File: src/rtl/wb_arbiter_pkg.sv
// Shared types and constants for the writeback arbiter slice.
// Entry layout, source ids and the round-robin successor helper.
package wb_arbiter_pkg;

  localparam int WB_NUM_CKPT = 4;
  localparam int WB_PRD_W    = 7;
  localparam int WB_DATA_W   = 32;

  localparam int WB_SRC_ALU  = 0;
  localparam int WB_SRC_B    = 1;
  localparam int WB_SRC_LSU  = 2;
  localparam int WB_NUM_SRC  = 3;

  typedef struct packed {
    logic [WB_PRD_W-1:0]    prd;
    logic [WB_DATA_W-1:0]   data;
    logic [WB_NUM_CKPT-1:0] br_mask;
  } wb_entry_t;

  typedef enum logic [1:0] {
    SRC_ALU = 2'd0,
    SRC_B   = 2'd1,
    SRC_LSU = 2'd2
  } wb_src_e;

  function automatic wb_src_e wb_src_next(input wb_src_e s);
    unique case (s)
      SRC_ALU: return SRC_B;
      SRC_B:   return SRC_LSU;
      default: return SRC_ALU;
    endcase
  endfunction

endpackage

File: src/rtl/wb_skid_fifo.sv
// Per-source result buffer with squash, resolve and hole compaction.
// Optional same-cycle bypass when empty: macro WB_ARB_BYPASS_EN.
module wb_skid_fifo
  import wb_arbiter_pkg::*;
#(
  parameter  int DEPTH = 2,
  localparam int AW    = $clog2(DEPTH),
  localparam int CW    = $clog2(DEPTH + 1),
  localparam int CKW   = $clog2(WB_NUM_CKPT)
)(
  input  logic                 clk,
  input  logic                 reset,
  input  logic                 i_valid,
  input  wb_entry_t            i_entry,
  output logic                 o_ready,
  input  logic                 i_mispredict,
  input  logic [CKW-1:0]       i_mp_ckpt,
  input  logic                 i_resolve,
  input  logic [CKW-1:0]       i_rs_ckpt,
  input  logic                 i_pop,
  output logic                 o_head_valid,
  output logic [WB_PRD_W-1:0]  o_head_prd,
  output logic [WB_DATA_W-1:0] o_head_data
);

  wb_entry_t              r_mem [DEPTH];
  logic [CW-1:0]          r_count;

  wb_entry_t              w_next [DEPTH];
  logic [CW-1:0]          w_n;
  logic [DEPTH-1:0]       w_keep;
  logic [AW-1:0]          w_head_idx;
  logic [WB_NUM_CKPT-1:0] w_clr;
  logic                   w_any;
  logic                   w_in_live;
  logic                   w_byp;
  logic                   w_push;

  assign o_ready = (r_count < CW'(DEPTH));

  // resolved checkpoint bit to strip from every mask
  always_comb begin
    w_clr = '0;
    if (i_resolve) w_clr[i_rs_ckpt] = 1'b1;
  end

  // live entries after this cycle's squash
  always_comb begin
    for (int i = 0; i < DEPTH; i++)
      w_keep[i] = (CW'(i) < r_count) &&
                  !(i_mispredict && r_mem[i].br_mask[i_mp_ckpt]);
  end

  // oldest surviving entry is the head
  always_comb begin
    w_head_idx = '0;
    for (int i = DEPTH - 1; i >= 0; i--)
      if (w_keep[i]) w_head_idx = AW'(i);
  end

  assign w_any     = |w_keep;
  assign w_in_live = i_valid && o_ready &&
                     (i_entry.prd != '0) &&
                     !(i_mispredict && i_entry.br_mask[i_mp_ckpt]);

`ifdef WB_ARB_BYPASS_EN
  assign w_byp = w_in_live && !w_any;
`else
  assign w_byp = 1'b0;
`endif

  assign o_head_valid = w_any || w_byp;
  assign o_head_prd   = w_any ? r_mem[w_head_idx].prd  : i_entry.prd;
  assign o_head_data  = w_any ? r_mem[w_head_idx].data : i_entry.data;

  // a granted bypass result never lands in the buffer
  assign w_push = w_in_live && !(w_byp && i_pop);

  // compact survivors, drop popped head, append the new result
  always_comb begin
    w_n = '0;
    for (int i = 0; i < DEPTH; i++) w_next[i] = r_mem[i];
    for (int i = 0; i < DEPTH; i++) begin
      if (w_keep[i] &&
          !(i_pop && w_any && (AW'(i) == w_head_idx))) begin
        w_next[w_n[AW-1:0]] = '{
          prd:     r_mem[i].prd,
          data:    r_mem[i].data,
          br_mask: r_mem[i].br_mask & ~w_clr
        };
        w_n = w_n + 1'b1;
      end
    end
    if (w_push && (w_n < CW'(DEPTH))) begin
      w_next[w_n[AW-1:0]] = '{
        prd:     i_entry.prd,
        data:    i_entry.data,
        br_mask: i_entry.br_mask & ~w_clr
      };
      w_n = w_n + 1'b1;
    end
  end

  // buffer state
  always_ff @(posedge clk or posedge reset) begin
    if (reset) begin
      r_count <= '0;
      for (int i = 0; i < DEPTH; i++) r_mem[i] <= '0;
    end else begin
      r_count <= w_n;
      r_mem   <= w_next;
    end
  end

endmodule

File: src/rtl/wb_arbiter.sv
// Writeback arbiter: three FU buffers drained round-robin onto 2 ports.
// Optional same-cycle bypass: define WB_ARB_BYPASS_EN.
module wb_arbiter
  import wb_arbiter_pkg::*;
#(
  parameter  int DEPTH    = 2,
  parameter  int NUM_CKPT = WB_NUM_CKPT,
  parameter  int WB_PORTS = 2,
  localparam int CKW      = $clog2(NUM_CKPT)
)(
  input  logic                      clk,
  input  logic                      reset,
  input  logic                      alu_valid,
  input  logic                      b_valid,
  input  logic                      lsu_valid,
  output logic                      alu_ready,
  output logic                      b_ready,
  output logic                      lsu_ready,
  input  logic [6:0]                alu_prd,
  input  logic [6:0]                b_prd,
  input  logic [6:0]                lsu_prd,
  input  logic [31:0]               alu_data,
  input  logic [31:0]               b_data,
  input  logic [31:0]               lsu_data,
  input  logic [NUM_CKPT-1:0]       alu_br_mask,
  input  logic [NUM_CKPT-1:0]       b_br_mask,
  input  logic [NUM_CKPT-1:0]       lsu_br_mask,
  input  logic                      mispredict,
  input  logic [CKW-1:0]            mispredict_ckpt,
  input  logic                      resolve_valid,
  input  logic [CKW-1:0]            resolve_ckpt,
  output logic [WB_PORTS-1:0]       wb_valid,
  output logic [WB_PORTS-1:0][6:0]  wb_prd,
  output logic [WB_PORTS-1:0][31:0] wb_data
);

  wb_entry_t             w_in    [WB_NUM_SRC];
  logic                  w_vin   [WB_NUM_SRC];
  logic                  w_rdy   [WB_NUM_SRC];
  logic [WB_PRD_W-1:0]   w_hprd  [WB_NUM_SRC];
  logic [WB_DATA_W-1:0]  w_hdata [WB_NUM_SRC];
  logic [WB_NUM_SRC-1:0] w_req;
  logic [WB_NUM_SRC-1:0] w_pop;

  wb_src_e               r_rr;
  wb_src_e               w_rr_next;
  wb_src_e               w_scan;
  wb_src_e               w_gsrc [2];
  logic [1:0]            w_gv;

  assign w_in[WB_SRC_ALU] = '{alu_prd, alu_data, alu_br_mask};
  assign w_in[WB_SRC_B]   = '{b_prd,   b_data,   b_br_mask};
  assign w_in[WB_SRC_LSU] = '{lsu_prd, lsu_data, lsu_br_mask};

  assign w_vin[WB_SRC_ALU] = alu_valid;
  assign w_vin[WB_SRC_B]   = b_valid;
  assign w_vin[WB_SRC_LSU] = lsu_valid;

  assign alu_ready = w_rdy[WB_SRC_ALU];
  assign b_ready   = w_rdy[WB_SRC_B];
  assign lsu_ready = w_rdy[WB_SRC_LSU];

  for (genvar g = 0; g < WB_NUM_SRC; g++) begin : g_src
    wb_skid_fifo #(.DEPTH(DEPTH)) u_fifo (
      .clk          (clk),
      .reset        (reset),
      .i_valid      (w_vin[g]),
      .i_entry      (w_in[g]),
      .o_ready      (w_rdy[g]),
      .i_mispredict (mispredict),
      .i_mp_ckpt    (mispredict_ckpt),
      .i_resolve    (resolve_valid),
      .i_rs_ckpt    (resolve_ckpt),
      .i_pop        (w_pop[g]),
      .o_head_valid (w_req[g]),
      .o_head_prd   (w_hprd[g]),
      .o_head_data  (w_hdata[g])
    );
  end

  // scan from rr_ptr, grant first two live heads
  always_comb begin
    w_gv      = '0;
    w_gsrc[0] = SRC_ALU;
    w_gsrc[1] = SRC_ALU;
    w_pop     = '0;
    w_rr_next = r_rr;
    w_scan    = r_rr;
    for (int k = 0; k < WB_NUM_SRC; k++) begin
      if (w_req[w_scan] && !w_gv[1]) begin
        if (!w_gv[0]) begin
          w_gv[0]   = 1'b1;
          w_gsrc[0] = w_scan;
        end else begin
          w_gv[1]   = 1'b1;
          w_gsrc[1] = w_scan;
        end
        w_pop[w_scan] = 1'b1;
        w_rr_next     = wb_src_next(w_scan);
      end
      w_scan = wb_src_next(w_scan);
    end
  end

  // pointer and registered write ports; idle ports hold prd/data
  always_ff @(posedge clk or posedge reset) begin
    if (reset) begin
      r_rr     <= SRC_ALU;
      wb_valid <= '0;
      wb_prd   <= '0;
      wb_data  <= '0;
    end else begin
      r_rr <= w_rr_next;
      for (int p = 0; p < 2; p++) begin
        wb_valid[p] <= w_gv[p];
        if (w_gv[p]) begin
          wb_prd[p]  <= w_hprd[w_gsrc[p]];
          wb_data[p] <= w_hdata[w_gsrc[p]];
        end
      end
    end
  end

endmodule

File: config.mk
export PLATFORM = sky130hd
export DESIGN_NAME = wb_arbiter
export DESIGN_NICKNAME = d
export VERILOG_FILES = /design/src/rtl/wb_arbiter_pkg.sv /design/src/rtl/wb_skid_fifo.sv /design/src/rtl/wb_arbiter.sv
export SDC_FILE = /design/constraint.sdc
export NUM_CORES = 1
export LEC_CHECK = 0
export ABC_AREA = 1
export CAP_MARGIN = 10
export CORE_MARGIN = 3
export CORE_UTILIZATION = 40
export DETAILED_ROUTE_END_ITERATION = 8
export PLACE_DENSITY_LB_ADDON = 0.05
export REMOVE_ABC_BUFFERS = 1
export SLEW_MARGIN = 20
export SYNTH_ARGS = -nofsm -noshare
export SYNTH_HDL_FRONTEND = slang
export SYNTH_SLANG_ARGS = --single-unit
File: constraint.sdc
create_clock -name clk -period 13.14 [get_ports clk]
set_input_delay 2.628 -clock clk [delete_from_list [all_inputs] [get_ports clk]]
set_output_delay 2.628 -clock clk [all_outputs]
set_load 0.05 [all_outputs]
# Yosys cells after proc, flatten, opt, wreduce, memory -nomap -nowiden
# Index checks and enable logic that the tools add are counted.
dict set report word_totals {
  regBits 346
  out_inout_bits 83
  inputBits 140
  word_cells 304
}
dict set report op_classes {
  order_cmp 38
  add_sub_neg 6
  n_reduce_logical 81
  n_eq_ne 3
  n_bitwise 26
  n_mux 123
}
# cell count
set ops {}
lappend ops {{two-way mux 43 bit} 15}
lappend ops {{bitwise mux 86 bit} 6}
lappend ops {{two-way mux 86 bit} 6}
lappend ops {{demux 43 bit (select 1 bit)} 6}
lappend ops {{two-way mux 32 bit} 7}
lappend ops {{binary-select mux 32 bit (select 2 bit)} 2}
lappend ops {{logical AND 1 bit} 54}
lappend ops {{two-way mux 7 bit} 7}
lappend ops {{bitwise AND 4 bit} 9}
lappend ops {{two-way mux 2 bit} 15}
lappend ops {{binary-select mux 7 bit (select 2 bit)} 2}
lappend ops {{two-way mux 1 bit} 28}
lappend ops {{two-way mux 4 bit} 7}
lappend ops {{binary-select mux 1 bit (select 2 bit)} 12}
lappend ops {{nonzero test 7 bit} 3}
lappend ops {{greater-or-equal comparator 2 bit, second input constant} 9}
lappend ops {{inverter 1 -> 2 bit} 9}
lappend ops {{zero test 1 bit} 16}
lappend ops {{< comparator 2 x 3 -> 1 bit, second input constant} 5}
lappend ops {{adder 2 x 1 -> 2 bit, second input constant} 6}
lappend ops {{< comparator 1 x 2 -> 1 bit, first input constant} 6}
lappend ops {{< comparator 2 x 1 -> 1 bit, second input constant} 6}
lappend ops {{< comparator 2 bit, second input constant} 6}
lappend ops {{one-hot mux 2 bit (2 select lines)} 3}
lappend ops {{other kinds (13)} 32}

# Depth between registers and ports, before layout
dict set report depth {
  ltp_word 28
  depth_mapped 28
  depth_no_buf 25
}

# By module
# From an unflattened synthesis, not the netlist that was laid out.
dict set report hier_totals {
  cells_unflattened 3113
  hier_area_um2 21247.9
}
# module area_each_um2 n_inst seq_area_each_um2 cells_each
set by_module_without_submodules {}
lappend by_module_without_submodules {wb_arbiter 5720.5 1 2052.0 911}
lappend by_module_without_submodules {{wb_skid_fifo (g_src[2].u_fifo)} 5187.5 1 2202.1 734}
lappend by_module_without_submodules {{wb_skid_fifo (g_src[1].u_fifo)} 5178.7 1 2202.1 734}
lappend by_module_without_submodules {{wb_skid_fifo (g_src[0].u_fifo)} 5161.2 1 2202.1 734}

# Worst setup path before layout
# No wires, ideal clock.
dict set report synth_path {
  kind {input to register}
  startpoint {input mispredict_ckpt[0]}
  endpoint {register g_src[2].u_fifo.r_mem[47] in the netlist's numbering}
  arrival_ns 5.700
  setup_slack_ns 7.327
  stages 26
  setup_time_ns 0.113
  t_required_ns 13.027
  cell_sequence {buf_6 > buf_4 > nand2_1 > nand3_1 > nand3_1 > nand2_2 > nand2_4 > inv_2 > nand2_2 > nand2_2 > nor2_8 > nand3_4 > nand2_2 > a21oi_1 > buf_2 > ha_1 > inv_1 > nand3_1 > a41oi_1 > nand2_1 > nor2_1 > inv_1 > clkbuf_1 > or2_2 > nand2_1 > inv_1}
}
# element line
set synth_lines {}
lappend synth_lines {{start, declared} wb_arbiter.sv:29} ;# input logic [CKW-1:0] mispredict_ckpt,
lappend synth_lines {{end signal, assigned} wb_skid_fifo.sv:111} ;# r_mem <= w_next;
lappend synth_lines {{end, declared} wb_skid_fifo.sv:26} ;# wb_entry_t r_mem [DEPTH];

==> flow_metrics.py <==
metrics = {
    "synthesis": {
        "synth_edf_count": 0,
        "yosysUniqueCellTypes": 39,
        "netlist_instances": 2692,
        "synthTopCellsByCount": "544 x nand2_1, 471 x nand3_1, 346 x dfrtp_1",
        "synth-seq-cells": 346,
        "synth_largest_area_cell": "dfrtp_1",
        "syn-cell-area_mm2": 0.0198,
        "yosysWarnings": 0,
        "synth_flop_cell": "dfrtp_1",
        "synth_most_common_cell": "nand2_1",
        "seq_area_frac_synth": 0.436,
        "synth.top_cells.by_area": "dfrtp_1 44%, nand3_1 12%, nand2_1 10%",
        "syn_avg_cell_area_um2": 7.37,
        "synth-async-reset-ratio": 1.00,
        "synth_top_area_share": 0.436,
    },
    "routing": {
        "drcViolationCount": 0,
        "routed_wl_mm": 77.9,
        "drtPass1Iterations": 6,
        "routed_via_density": 5.82,
        "vias": 20200,
        "wl_per_cell_um": 22.4,
        "dr.first_iter.drc_count": 2089,
        "ant_nets": 0,
    },
    "timing": {
        "tightest_slew_ps": 1120,
        "skew_ps": 14.2,
        "fin_setup_tns_ps": 0,
        "hold_viol": 0,
        "max_slew_margin": 0.251,
        "min_period_ps": 7700,
        "period_share": 0.586,
        "maxSlewViolCount": 0,
        "setup_viol": 0,
        "rsz0062_at_grt": "false",
        "fmax_ghz": 0.130,
    },
    "power_and_ir_drop": {
        "power-per-cell-area_mw_per_mm2": 336,
        "ir_drop_v": 0.000237,
        "p_leak_uw": 0.0107,
    },
    "cts": {
        "clockBufferDepth": 3,
        "cts_setup_buffers": 0,
        "cts_hold_buf": 0,
        "cts_buffers": 41,
        "clk-insertion-delay-late_ps": 570,
        "post_cts_resized": 0,
        "cts_htree_levels": 2,
        "cts_tree": "done",
        "clkTransAtPathRegs_ps": 60,
        "cts.sinks": 346,
        "cts_root_buf": "clkbuf_16",
    },
    "grt": {
        "grt_pass1_wl_mm": 120,
        "grt_max_degree": 160,
        "antenna_found_initial": 1,
        "first_global_vias": 19700,
        "track_usage": 0.293,
        "grt-ovfl-total": 0,
    },
    "worst_setup_path": {
        "worstSetupPathType": "input pin to register",
        "cp-start-kind": "input pin",
        "worstPathMaxFanout": 76,
        "cp.required_ps": 13560,
        "arrival_ps": 8120,
        "cp-end-kind": "register",
    },
    "layout": {
        "drive_gt1_frac": 0.0638,
        "diodes": 0,
        "stdcell_area_mm2": 0.0237,
        "final_net_count": 2941,
        "area_growth_pct": 19.3,
    },
    "place": {
        "dp.final_hpwl_mm": 47.0,
        "io_buffers": 222,
        "placed_area_mm2": 0.0223,
        "place_congestion": 0.833,
    },
    "run": {
        "drv_cap": 0,
    },
    "die": {
        "rows": 80,
        "chipHeight_um": 229,
        "dieArea_mm2": 0.0523,
        "ioPinCount": 223,
        "initial_utilization": 0.410,
        "core-area_mm2": 0.0483,
        "die_w_um": 229,
    },
    "outcome": {
        "status": "finished, final reports clean",
    },
    "min_path": {
        "hold_path.class": "register to register",
    },
}
sequential cells by signal, summed over array words and instances, names as in the netlist:
name / flops
g_src.u_fifo.r_count: 6
g_src.u_fifo.r_mem: 258
r_rr: 2
wb_data: 64
wb_prd: 14
wb_valid: 2
report_power, final:
part	internal (uW)	switching, uW	total [uW]
clock	672	482	1150
combinational	1440	3520	4960
sequential	1540	289	1830
cell type report:
| type | instances | area, um^2 |
|---|---|---|
| fillers | 4723 | 24700 |
| multi-input cells | 1853 | 9220 |
| flip-flops and latches | 346 | 8660 |
| repair buffers | 262 | 2530 |
| clock buffers | 66 | 1290 |
| inverters | 288 | 1090 |
| well taps | 656 | 821 |
| clock inverters | 8 | 46.3 |
routing by layer:
layer / wire [um] / track usage / vias up
li1: - / - / 9253
met1: 33100 / 0.402 / 9919
met2: 34400 / 0.445 / 928
met3: 6670 / 0.0623 / 149
met4: 3740 / 0.132 / 0
met5: 0 / 0 / -
critical path, stage by stage:
cell and delay [ps]:
clkdlybuf4s50_1 930, inv_4 200, nand2_1 100, nand3_1 60, nand2_1 80, nand2_1 70
nand2_2 470, nand2_2 510, a41oi_1 380, nand2_1 80, nand2_1 70, buf_4 450
inv_1 200, ha_1 230, inv_1 70, nand3_1 80, a21oi_1 120, nand2_1 110
nor2_1 520, inv_2 50, buf_4 350, nor2_1 200, a31oi_1 60
layout by cell type, fill, tap and decap left out, types with 15 or more instances in the layout:
cell type        Yosys  final
nand2_1            544    544
nand3_1            471    471
dfrtp_1            346    346
inv_1              267    263
nor2_1             251    247
clkdlybuf4s50_1      0    222
o21ai_0            134    134
a21oi_1            133    132
a221oi_1            77     77
a31oi_1             77     77
nand4_1             47     47
clkbuf_16            0     43
buf_4               13     39
o221ai_1            30     30
inv_2               18     21
o211ai_1            15     15
stage by stage:
step | worst slack (ps) | util | std cells | total power (uW) | hold WS (ps)
floorplan | 919 | - | 2487 | 4940 | 490
global placement | 4990 | 0.462 | 3405 | 6670 | 520
detailed placement | 4880 | 0.462 | 3405 | 6730 | 519
CTS | 5450 | 0.489 | 3479 | 7910 | 533
global route | 4720 | 0.489 | 3479 | 8490 | 560
finish | 5440 | 0.489 | 3479 | 7950 | 523
cell families (layout without fill, tap and decap cells):
family / after synthesis / count (layout) / share of synthesized area
flops: 346 / 346 / 0.436
compound gates: 483 / 483 / 0.151
buf+inv: 493 / 624 / 0.103
fa+ha+maj: 9 / 9 / 0.00568
simple gates: 1361 / 1361 / 0.304
worst paths after layout:
kind / startpoint / to / slack, ps / depth (start not counted)
max reg2reg: g_src[2].u_fifo.r_count[1] / g_src[0].u_fifo.r_mem[65] / 8250 / 18
min reg2reg: wb_data[32] / wb_data[32] / 520 / 2
min: wb_data[32] / wb_data[32] / 520 / 2
min in group asynchronous: reset / g_src[0].u_fifo.r_mem[10] / 2660 / 2
max in group asynchronous: reset / g_src[1].u_fifo.r_mem[57] / 8340 / 4
max: mispredict_ckpt[0] / g_src[0].u_fifo.r_mem[65] / 5440 / 23
(Power assumes the default switching activity.)
